$ cat config.mk
export PLATFORM = sky130hd
export DESIGN_NAME = decode_stage_flat
export DESIGN_NICKNAME = d
export VERILOG_FILES = /design/src/rtl/riscv_pkg.sv /design/src/rtl/decode_stage_if.sv /design/src/rtl/imm_gen.sv /design/src/rtl/decode_stage.sv /design/src/flat_wrapper.sv
export SDC_FILE = /design/constraint.sdc
export NUM_CORES = 1
export LEC_CHECK = 0
export ABC_CLOCK_PERIOD_IN_PS = 5900
export CAP_MARGIN = 20
export CORE_MARGIN = 4
export CORE_UTILIZATION = 43
export CTS_BUF_LIST = sky130_fd_sc_hd__clkbuf_2
export DETAILED_ROUTE_END_ITERATION = 7
export PLACE_DENSITY = 0.83
export SYNTH_ARGS = -nofsm -noshare
export SYNTH_HDL_FRONTEND = slang
export SYNTH_SLANG_ARGS = --single-unit
$ cat constraint.sdc
create_clock -name clk -period 5.9 [get_ports clk]
set_clock_uncertainty 0.05 [all_clocks]
set_input_delay 1.18 -clock clk [delete_from_list [all_inputs] [get_ports clk]]
set_output_delay 1.18 -clock clk [all_outputs]
set_load 0.05 [all_outputs]
$ cat src/rtl/riscv_pkg.sv
// RV32I opcode encodings and immediate formats shared by the decode slice.
package riscv_pkg;

    localparam logic [6:0] LUI    = 7'b0110111;
    localparam logic [6:0] AUIPC  = 7'b0010111;
    localparam logic [6:0] JAL    = 7'b1101111;
    localparam logic [6:0] JALR   = 7'b1100111;
    localparam logic [6:0] BRANCH = 7'b1100011;
    localparam logic [6:0] LOAD   = 7'b0000011;
    localparam logic [6:0] STORE  = 7'b0100011;
    localparam logic [6:0] OP_IMM = 7'b0010011;
    localparam logic [6:0] OP     = 7'b0110011;

    typedef enum logic [2:0] {
        IMM_I,
        IMM_S,
        IMM_B,
        IMM_U,
        IMM_J
    } imm_fmt_e;

endpackage

$ cat src/rtl/decode_stage_if.sv
// Fetch-side and execute-side handshake bundle of the decode stage.
// master = the decode stage itself, slave = the surrounding fetch/execute logic.
interface decode_stage_if #(
    parameter int XLEN = 32
);
    logic            in_valid;
    logic            in_ready;
    logic [31:0]     instr;
    logic [XLEN-1:0] pc;

    logic            out_valid;
    logic            out_ready;
    logic            is_store;
    logic            is_load;
    logic            is_branch;
    logic            is_jump;
    logic            is_reg;
    logic            is_alu;
    logic            is_illegal;
    logic [XLEN-1:0] operand_a;
    logic [XLEN-1:0] operand_b;
    logic [XLEN-1:0] store_data;
    logic [XLEN-1:0] branch_dest;
    logic [4:0]      dest;
    logic [2:0]      func3;
    logic            func7;

    modport master (
        input  in_valid, instr, pc, out_ready,
        output in_ready, out_valid, is_store, is_load, is_branch, is_jump, is_reg,
               is_alu, is_illegal, operand_a, operand_b, store_data, branch_dest,
               dest, func3, func7
    );

    modport slave (
        output in_valid, instr, pc, out_ready,
        input  in_ready, out_valid, is_store, is_load, is_branch, is_jump, is_reg,
               is_alu, is_illegal, operand_a, operand_b, store_data, branch_dest,
               dest, func3, func7
    );
endinterface

$ cat src/rtl/imm_gen.sv
// Combinational RV32I immediate extraction, sign-extended to XLEN.
module imm_gen
    import riscv_pkg::*;
#(
    parameter int XLEN = 32
) (
    input  logic [31:0]     instr,
    input  imm_fmt_e        fmt,
    output logic [XLEN-1:0] imm
);

    logic [31:0] imm32;

    always_comb begin
        imm32 = '0;
        case (fmt)
            IMM_I:   imm32 = {{20{instr[31]}}, instr[31:20]};
            IMM_S:   imm32 = {{20{instr[31]}}, instr[31:25], instr[11:7]};
            IMM_B:   imm32 = {{19{instr[31]}}, instr[31], instr[7], instr[30:25], instr[11:8], 1'b0};
            IMM_U:   imm32 = {instr[31:12], 12'b0};
            IMM_J:   imm32 = {{11{instr[31]}}, instr[31], instr[19:12], instr[20], instr[30:21], 1'b0};
            default: imm32 = '0;
        endcase
    end

    // Split at bit 31 so the replication count stays non-zero when XLEN == 32.
    assign imm = {{(XLEN-31){imm32[31]}}, imm32[30:0]};

endmodule

$ cat src/rtl/decode_stage.sv
// RV32I decode stage: operand selection with writeback forwarding, load-use
// stall with bubble insertion, flush, illegal flagging and a stall counter.
module decode_stage
    import riscv_pkg::*;
#(
    parameter int XLEN   = 32,
    parameter bit BYPASS = 1'b1,
    parameter int CNT_W  = 16
) (
    input  logic               clk,
    input  logic               reset,
    decode_stage_if.master     bus,
    input  logic               flush,
    output logic [4:0]         raddr1,
    output logic [4:0]         raddr2,
    input  logic [XLEN-1:0]    rdata1,
    input  logic [XLEN-1:0]    rdata2,
    input  logic               wb_en,
    input  logic [4:0]         wb_addr,
    input  logic [XLEN-1:0]    wb_data,
    output logic [CNT_W-1:0]   stall_cnt
);

    logic [6:0]      opcode;
    logic [4:0]      rs1, rs2, rd;
    imm_fmt_e        fmt;
    logic [XLEN-1:0] imm;
    logic [XLEN-1:0] rs1_val, rs2_val;

    assign opcode = bus.instr[6:0];
    assign rs1    = bus.instr[19:15];
    assign rs2    = bus.instr[24:20];
    assign rd     = bus.instr[11:7];
    assign raddr1 = rs1;
    assign raddr2 = rs2;

    always_comb begin
        fmt = IMM_I;
        case (opcode)
            LUI, AUIPC: fmt = IMM_U;
            JAL:        fmt = IMM_J;
            BRANCH:     fmt = IMM_B;
            STORE:      fmt = IMM_S;
            default:    fmt = IMM_I;
        endcase
    end

    imm_gen #(.XLEN(XLEN)) u_imm_gen (
        .instr (bus.instr),
        .fmt   (fmt),
        .imm   (imm)
    );

    generate
        if (BYPASS) begin : g_fwd
            always_comb begin
                rs1_val = rdata1;
                if (rs1 == '0)                       rs1_val = '0;
                else if (wb_en && (wb_addr == rs1))  rs1_val = wb_data;
                rs2_val = rdata2;
                if (rs2 == '0)                       rs2_val = '0;
                else if (wb_en && (wb_addr == rs2))  rs2_val = wb_data;
            end
        end else begin : g_no_fwd
            assign rs1_val = rdata1;
            assign rs2_val = rdata2;
        end
    endgenerate

    logic            d_store, d_load, d_branch, d_jump, d_reg, d_alu, d_illegal;
    logic            use_rs1, use_rs2;
    logic [XLEN-1:0] d_a, d_b, d_sd, d_bd;
    logic [4:0]      d_dest;

    always_comb begin
        {d_store, d_load, d_branch, d_jump, d_reg, d_alu, d_illegal} = '0;
        {use_rs1, use_rs2} = '0;
        d_a    = '0;
        d_b    = '0;
        d_sd   = '0;
        d_bd   = '0;
        d_dest = '0;
        if (bus.instr[1:0] != 2'b11) begin
            d_illegal = 1'b1;
        end else begin
            case (opcode)
                LUI:    begin d_b = imm; d_dest = rd; end
                AUIPC:  begin d_a = bus.pc; d_b = imm; d_dest = rd; end
                JAL:    begin d_a = bus.pc; d_b = imm; d_bd = bus.pc + imm; d_jump = 1'b1; d_dest = rd; end
                JALR:   begin d_a = rs1_val; d_b = imm; d_jump = 1'b1; d_reg = 1'b1; use_rs1 = 1'b1; d_dest = rd; end
                BRANCH: begin d_a = rs1_val; d_b = rs2_val; d_bd = bus.pc + imm; d_branch = 1'b1;
                              use_rs1 = 1'b1; use_rs2 = 1'b1; end
                LOAD:   begin d_a = rs1_val; d_b = imm; d_load = 1'b1; use_rs1 = 1'b1; d_dest = rd; end
                STORE:  begin d_a = rs1_val; d_b = imm; d_sd = rs2_val; d_store = 1'b1;
                              use_rs1 = 1'b1; use_rs2 = 1'b1; end
                OP_IMM: begin d_a = rs1_val; d_b = imm; d_alu = 1'b1; use_rs1 = 1'b1; d_dest = rd; end
                OP:     begin d_a = rs1_val; d_b = rs2_val; d_alu = 1'b1; d_reg = 1'b1;
                              use_rs1 = 1'b1; use_rs2 = 1'b1; d_dest = rd; end
                default: d_illegal = 1'b1;
            endcase
        end
    end

    logic hazard, accept;

    assign hazard = bus.out_valid && bus.is_load && (bus.dest != '0) && bus.in_valid &&
                    ((use_rs1 && (rs1 == bus.dest)) || (use_rs2 && (rs2 == bus.dest)));
    assign bus.in_ready = flush || ((!bus.out_valid || bus.out_ready) && !hazard);
    assign accept       = bus.in_valid && bus.in_ready && !flush;

    // Hazard with out_ready drains the load and leaves a bubble; without it everything holds.
    always_ff @(posedge clk or posedge reset) begin
        if (reset) begin
            bus.out_valid   <= 1'b0;
            {bus.is_store, bus.is_load, bus.is_branch, bus.is_jump,
             bus.is_reg, bus.is_alu, bus.is_illegal} <= '0;
            bus.operand_a   <= '0;
            bus.operand_b   <= '0;
            bus.store_data  <= '0;
            bus.branch_dest <= '0;
            bus.dest        <= '0;
            bus.func3       <= '0;
            bus.func7       <= 1'b0;
        end else if (flush) begin
            bus.out_valid   <= 1'b0;
        end else if (accept) begin
            bus.out_valid   <= 1'b1;
            {bus.is_store, bus.is_load, bus.is_branch, bus.is_jump,
             bus.is_reg, bus.is_alu, bus.is_illegal} <=
                {d_store, d_load, d_branch, d_jump, d_reg, d_alu, d_illegal};
            bus.operand_a   <= d_a;
            bus.operand_b   <= d_b;
            bus.store_data  <= d_sd;
            bus.branch_dest <= d_bd;
            bus.dest        <= d_dest;
            bus.func3       <= bus.instr[14:12];
            bus.func7       <= bus.instr[30];
        end else if (bus.out_ready) begin
            bus.out_valid   <= 1'b0;
        end
    end

    always_ff @(posedge clk or posedge reset) begin
        if (reset)
            stall_cnt <= '0;
        else if (hazard && !flush && (stall_cnt != '1))
            stall_cnt <= stall_cnt + 1'b1;
    end

endmodule

$ cat src/flat_wrapper.sv
// flat-port wrapper written by rule: the top's interface ports become plain ports
module decode_stage_flat import riscv_pkg::*;
#(
    parameter int XLEN   = 32,
    parameter bit BYPASS = 1'b1,
    parameter int CNT_W  = 16
)
  (clk, reset, flush, raddr1, raddr2, rdata1, rdata2, wb_en, wb_addr, wb_data, stall_cnt, bus_in_valid, bus_instr, bus_pc, bus_out_ready, bus_in_ready, bus_out_valid, bus_is_store, bus_is_load, bus_is_branch, bus_is_jump, bus_is_reg, bus_is_alu, bus_is_illegal, bus_operand_a, bus_operand_b, bus_store_data, bus_branch_dest, bus_dest, bus_func3, bus_func7);
  decode_stage_if #(.XLEN(XLEN)) bus_i ();
  input  logic clk;
  input  logic reset;
  input  logic flush;
  output logic [4:0] raddr1;
  output logic [4:0] raddr2;
  input  logic [XLEN-1:0] rdata1;
  input  logic [XLEN-1:0] rdata2;
  input  logic wb_en;
  input  logic [4:0] wb_addr;
  input  logic [XLEN-1:0] wb_data;
  output logic [CNT_W-1:0] stall_cnt;
  input wire logic [$bits(bus_i.in_valid)-1:0] bus_in_valid;
  input wire logic [$bits(bus_i.instr)-1:0] bus_instr;
  input wire logic [$bits(bus_i.pc)-1:0] bus_pc;
  input wire logic [$bits(bus_i.out_ready)-1:0] bus_out_ready;
  output wire logic [$bits(bus_i.in_ready)-1:0] bus_in_ready;
  output wire logic [$bits(bus_i.out_valid)-1:0] bus_out_valid;
  output wire logic [$bits(bus_i.is_store)-1:0] bus_is_store;
  output wire logic [$bits(bus_i.is_load)-1:0] bus_is_load;
  output wire logic [$bits(bus_i.is_branch)-1:0] bus_is_branch;
  output wire logic [$bits(bus_i.is_jump)-1:0] bus_is_jump;
  output wire logic [$bits(bus_i.is_reg)-1:0] bus_is_reg;
  output wire logic [$bits(bus_i.is_alu)-1:0] bus_is_alu;
  output wire logic [$bits(bus_i.is_illegal)-1:0] bus_is_illegal;
  output wire logic [$bits(bus_i.operand_a)-1:0] bus_operand_a;
  output wire logic [$bits(bus_i.operand_b)-1:0] bus_operand_b;
  output wire logic [$bits(bus_i.store_data)-1:0] bus_store_data;
  output wire logic [$bits(bus_i.branch_dest)-1:0] bus_branch_dest;
  output wire logic [$bits(bus_i.dest)-1:0] bus_dest;
  output wire logic [$bits(bus_i.func3)-1:0] bus_func3;
  output wire logic [$bits(bus_i.func7)-1:0] bus_func7;
  assign bus_i.in_valid = bus_in_valid;
  assign bus_i.instr = bus_instr;
  assign bus_i.pc = bus_pc;
  assign bus_i.out_ready = bus_out_ready;
  assign bus_in_ready = bus_i.in_ready;
  assign bus_out_valid = bus_i.out_valid;
  assign bus_is_store = bus_i.is_store;
  assign bus_is_load = bus_i.is_load;
  assign bus_is_branch = bus_i.is_branch;
  assign bus_is_jump = bus_i.is_jump;
  assign bus_is_reg = bus_i.is_reg;
  assign bus_is_alu = bus_i.is_alu;
  assign bus_is_illegal = bus_i.is_illegal;
  assign bus_operand_a = bus_i.operand_a;
  assign bus_operand_b = bus_i.operand_b;
  assign bus_store_data = bus_i.store_data;
  assign bus_branch_dest = bus_i.branch_dest;
  assign bus_dest = bus_i.dest;
  assign bus_func3 = bus_i.func3;
  assign bus_func7 = bus_i.func7;
  decode_stage #(.XLEN(XLEN), .BYPASS(BYPASS), .CNT_W(CNT_W)) u_core (.clk(clk), .reset(reset), .bus(bus_i), .flush(flush), .raddr1(raddr1), .raddr2(raddr2), .rdata1(rdata1), .rdata2(rdata2), .wb_en(wb_en), .wb_addr(wb_addr), .wb_data(wb_data), .stall_cnt(stall_cnt));
endmodule
## Yosys cells after proc, flatten, opt, wreduce, memory -nomap -nowiden

Cells that the tools add are included.

| operators by class | value |
|---|---|
| reduce and logical (&&, ||, !) cells | 37 |
| muxes and demuxes | 37 |
| bitwise gates (word level) | 1 |
| equality and inequality tests | 19 |
| add/sub/neg operators | 2 |

Operators with widths:

| operator | number |
|---|---|
| $mux W32 | 10 |
| $pmux W32 S5 | 1 |
| $pmux W32 S2 | 2 |
| $add A32 B32 Y32 | 1 |
| $eq A7 B6 Y1 const B | 3 |
| $eq A7 B7 Y1 const B | 3 |
| $mux W1 | 21 |
| $eq A5 B5 Y1 | 4 |
| $add A16 B1 Y16 const B | 1 |
| $ne A16 B16 Y1 const B | 1 |
| $eq A7 B5 Y1 const B | 2 |
| $reduce_or A2 Y1 | 7 |
| $reduce_or A7 Y1 | 2 |
| $logic_and A1 B1 Y1 | 13 |
| $pmux W3 S4 | 1 |
| $logic_not A5 Y1 | 2 |
| $mux W5 | 2 |
| $reduce_or A9 Y1 | 1 |
| $eq A7 B2 Y1 const B | 1 |
| $eq A3 B2 Y1 const B | 2 |
| $reduce_or A6 Y1 | 1 |
| $reduce_bool A5 Y1 | 1 |
| $eq A3 B1 Y1 const B | 1 |
| $eq A3 B3 Y1 const B | 1 |
| 8 further kinds | 12 |

| word-level totals | value |
|---|---|
| input bits | 171 |
| word-level logic and storage cells | 112 |
| register bits | 161 |
| output and inout port bits | 172 |

## Depth between registers and ports, before layout

| logic depth | value |
|---|---|
| word-level depth | 14 |
| mapped depth | 21 |
| mapped depth without buffers | 19 |

## Modules after synthesis

A second synthesis with hierarchy kept.

| unflattened totals | value |
|---|---|
| cells, all modules | 1165 |
| area total of the unflattened synthesis | 10124.7 um^2 |

By module, submodules not included:

| module | seq. area each (um^2) | area each (um^2) | cells an instance | times used |
|---|---|---|---|---|
| decode_stage | 4028.9 | 9584.2 | 1071 | 1 |
| imm_gen | 0.0 | 540.5 | 94 | 1 |

## Worst setup path after synthesis

Ideal clock, no wire load.

| timing path | value |
|---|---|
| path type | input-to-reg |
| start point | input port bus_instr[4] |
| end point | register u_core.bus.branch_dest[28] (netlist bit) |
| stages on the path | 18 |
| setup slack | 0.965 ns |
| arrival time | 4.759 ns |
| path buffers | 2 |
| data required time | 5.724 ns |
| library setup time | 0.126 ns |
| cells stage by stage | clkbuf_1 nand2_1 or4_1 nand2_1 clkbuf_1 nor2_1 a21oi_1 inv_1 ha_1 nand3_1 o21a_1 a21oi_1 or4_1 o2111ai_2 a21oi_2 o31a_2 o311ai_1 nand2_1 |

| between the ends | value |
|---|---|
| cells in the longest elaborated chain, start to end | 13 |
| elaborated cells between the ends (all ways) | 37 |
| classes of those cells | add/sub (1); eq/ne (13); mux (8); reduce/logical (15) |

RTL lines:

| element | RTL line | source |
|---|---|---|
| start, declared | flat_wrapper.sv:22 | `input wire logic [$bits(bus_i.instr)-1:0] bus_instr;` |
| parallel branches: the longest is 13 deep, another holds $add A32 B32 Y32 | -- |  |
| end signal, assigned | decode_stage.sv:120 | `bus.branch_dest <= '0;` |
| end signal, assigned | decode_stage.sv:134 | `bus.branch_dest <= d_bd;` |
| end, declared | decode_stage_if.sv:31 | `is_alu, is_illegal, operand_a, operand_b, store_data, branch_dest,` |

Parallel ways; which one is timed is not known.
A chain may end at the register's enable or synchronous reset.

## Worst setup path after layout

| timing path | value |
|---|---|
| start point | input port bus_instr[5] |
| end point | register u_core.bus.branch_dest[30] (netlist bit) |

Same word-level chain as after synthesis.

==> metrics.md <==
| Metric | Value |
|---|---|
| CP Max Fanout | 7 |
| Initial antenna violation count | 4 |
| Largest net degree at the start of global routing | 79 |
| Critical path cell sequence | clkdlybuf4s50_1 > buf_4 > nor2b_1 > and2_1 > o21ai_0 > a222oi_1 > inv_1 > ha_1 > nand4_1 > nor3_2 > o211ai_2 > a2111oi_4 > o2111ai_2 > a21oi_2 > o41ai_2 > o41a_1 > o21ai_2 |
| CP endpoint | u_core.bus.branch_dest[30] |
| Tot GR Track Use | 0.2935 |
| Clock Root Buffer | clkbuf_2 |
| Antenna Violating Nets Remaining | 0 |
| Startpoint types | input port |
| Flop2flop setup slack | around 2.6 ns |
| #FFs+latches synth | around 160 |
| Pwr Total | approximately 0.0023 W |
| Die height | 159.1 µm |
| Setup TNS | 0 ns |
| Post-CTS setup repair buffer count | 0 |
| Initial Utilization | 0.4352 |
| Vias in the first global route | approximately 9700 |
| Max-slew violations | 0 |
| H-Tree Depth | 4 |
| DR vias/cell | about 5.9 |
| Max Fclk | about 200 MHz |
| WP data arrival | approximately 5.6 ns |
| Clock transition at path regs | between 0.2 and 0.3 ns |
| Slew HR | 0.2911 |
| Final Setup Violations | 0 |
| Final worst path period need | slightly below 5 ns |
| Core footprint | around 23000 µm² |
| Number of enable flip-flop cells after synthesis | 0 |
| Syn_nets | roughly 1200 |
| Crit path launch | bus_instr[5] |
| Outcome | finished clean |
| Slowest cell delay on critical path | just over 0.5 ns |
| Final period utilization | 0.8417 |
| Die width | 159.1 µm |
| Top Family by Delay on Critical Path | compound AO/OA/AOI/OAI gates |
| Total CTS buffers | 17 |
| Endpoint class of the critical path | flip-flop |
| Power per standard cell area | 168.7 nW/µm² |
| Mapped Cells | approximately 1000 |
| Num Clock Sinks | around 160 |
| Layout cells sized above 1 | 0.08582 |
| Post-synth ARST share | 1.000 |
| Maximum vdd drop | between 0.0001 and 0.00015 V |
| I/O pin cnt | 343 |
| Ys Warns | 0 |
| Std-Cell Rows | 55 |
| Clock latency on the worst-skew pair | 0.75 ns |
| DRC Markers | 0 |
| Ys flop type | dfrtp_1 |
| Register area share after synthesis | 0.4101 |
| First DRT Iteration DRCs | between 800 and 900 |
| Vias | ~9600 |
| Pre-CTS WS | between 0.2 and 0.25 ns |
| Final-report hold violation count | 0 |
| Fin nets | about 1500 |
| Leak pwr | 5.841 nW |
| WS Path Type | in2reg |
| I/O Buffers | around 340 |
| Crit path depth | 17 |
| Mapped Avg Cell Area | between 9 and 10 µm² |
| Initial DRT Pass Iterations | 5 |
| WL per Instance | approximately 24 µm |
| Worst R2R Start | u_core.bus.dest[2] |
| Worst-margin pin slew | 1.063 ns |
| Buffer and inverter count on the worst path | 3 |
| N_diodes | 0 |
| Hold Buf Count CTS | 0 |
| Area grow syn2layout | 40.29% |
| RSZ-0062 raised after global routing | false |
| Total die area | approximately 25000 µm² |
| CTS max path bufs | 2 |
| Post-DP HPWL | ~29000 µm |
| CP max-delay cell | clkdlybuf4s50_1 |
| Mapped Area | between 9000 and 10000 µm² |
| Maxcap violations | 0 |
| Grt ovf | 0 |
| CTS tree | yes |
| Post-CTS sizing | 0 |
| Yosys cell types | 73 |
| First-pass GRT wire length | between 50000 and 60000 µm |
| Detailed Route WL | around 38000 µm |
| Fin util | 0.6105 |
| Placer Congestion | a little over 0.9 |
| HP Class | reg2reg |
| Worst flop-to-flop path endpoint | u_core.bus.store_data[22] |
| Reg2Reg Depth | 7 |
| Final WS setup | between 0.9 and 1 ns |
| Critical Path RT | approximately 6.6 ns |
## where the power goes
part           total (W)  internal (W)  switching, W
Sequential       0.00113       0.00112    0.00000818
Clock           0.000600      0.000164      0.000437
Combinational   0.000598      0.000252      0.000346
## layout by cell type (no fill, tap or decap), types with 7 or more instances in the layout
master	synthesis	layout
a21o_1	7	7
a21oi_1	49	49
a22o_1	71	71
and2_1	11	10
buf_4	15	22
clkbuf_2	0	19
clkdlybuf4s50_1	0	342
dfrtp_1	161	161
ha_1	32	32
inv_1	37	36
mux2i_1	64	64
nand2_1	156	155
nand2b_1	8	8
nand3_1	17	17
nand4_1	8	8
nor2_1	27	26
o21ai_0	74	74
o31ai_1	13	13
o32ai_1	22	22
o41ai_1	13	13
o41ai_2	22	22
xnor2_1	28	28
xor2_1	28	28
## cells by family (layout without fill, tap and decap cells)
logic type                 after synthesis  after routing  share of synthesized area
AOI/OAI and AO/OA                      321            321                     0.2532
xor gates and xnor gates                56             56                    0.04993
DFF                                    161            161                     0.4101
buffers and inverters                  113            437                    0.05006
muxes                                   69             69                    0.07095
and+or+nand+nor                        263            263                     0.1229
adders and majority gates               33             33                    0.04280
## cell type report
cell class / instances / area [µm²]
Clock buffer: 19 / 95.09
Clock inverter: 13 / 128.9
Fill cell: 1904 / 8791
Inverter: 37 / 143.9
Multi-Input combinational cell: 742 / 5359
Sequential cell: 161 / 4029
Tap cell: 285 / 356.6
Timing Repair Buffer: 368 / 3669
## cells in the mapped netlist (3+ instances only)
cell type  instances  area share
dfrtp_1          161        0.41
nand2_1          156       0.060
o21ai_0           74       0.038
a22o_1            71       0.063
mux2i_1           64       0.065
a21oi_1           49       0.025
clkbuf_1          49       0.019
inv_1             37       0.014
ha_1              32       0.041
xnor2_1           28       0.025
xor2_1            28       0.025
nor2_1            27       0.010
o32ai_1           22       0.020
o41ai_2           22       0.036
nand3_1           17      0.0087
buf_4             15       0.011
o31ai_1           13      0.0099
o41ai_1           13       0.012
and2_1            11      0.0070
buf_2              9      0.0046
nand2b_1           8      0.0051
nand4_1            8      0.0051
a21o_1             7      0.0053
and3_1             7      0.0045
mux2_2             5      0.0057
o21a_1             5      0.0038
o21ai_1            5      0.0025
or4_1              5      0.0038
a31oi_1            4      0.0025
nor4_1             4      0.0025
buf_1              3      0.0011
nor3_1             3      0.0015
## routing by layer
layer  vias to the layer above  GRT usage  part of all wire
met2                       447     0.4891              0.49
met4                         8    0.08205             0.024
met5                         -          0            0.0014
met1                      4692     0.3817              0.41
li1                       4343          -                 -
met3                        70    0.07378             0.080
## metrics by stage
step	hold slack, ns	area (µm²)	std cells
2_1_floorplan	0.6908	9823	1016
3_3_place_gp	0.4060	13520	1591
3_5_place_dp	0.4106	13520	1591
4_1_cts	0.4632	13740	1623
5_1_grt	0.4791	13780	1625
6_report	0.4630	13780	1625
## how the worst min path moves through the flow
| stage | from | depth (start not counted) | to |
|---|---|---|---|
| after floorplan | u_core.bus.branch_dest[28] | 2 | u_core.bus.branch_dest[28] |
| after global placement | u_core.bus.store_data[16] | 2 | u_core.bus.store_data[16] |
| after detailed placement | u_core.bus.store_data[18] | 2 | u_core.bus.store_data[18] |
| after CTS | u_core.bus.store_data[0] | 2 | u_core.bus.store_data[0] |
| after global routing | u_core.bus.store_data[0] | 2 | u_core.bus.store_data[0] |
| final | u_core.stall_cnt[7] | 1 | u_core.stall_cnt[7] |
No activity file was read; power rests on OpenSTA's default activity.
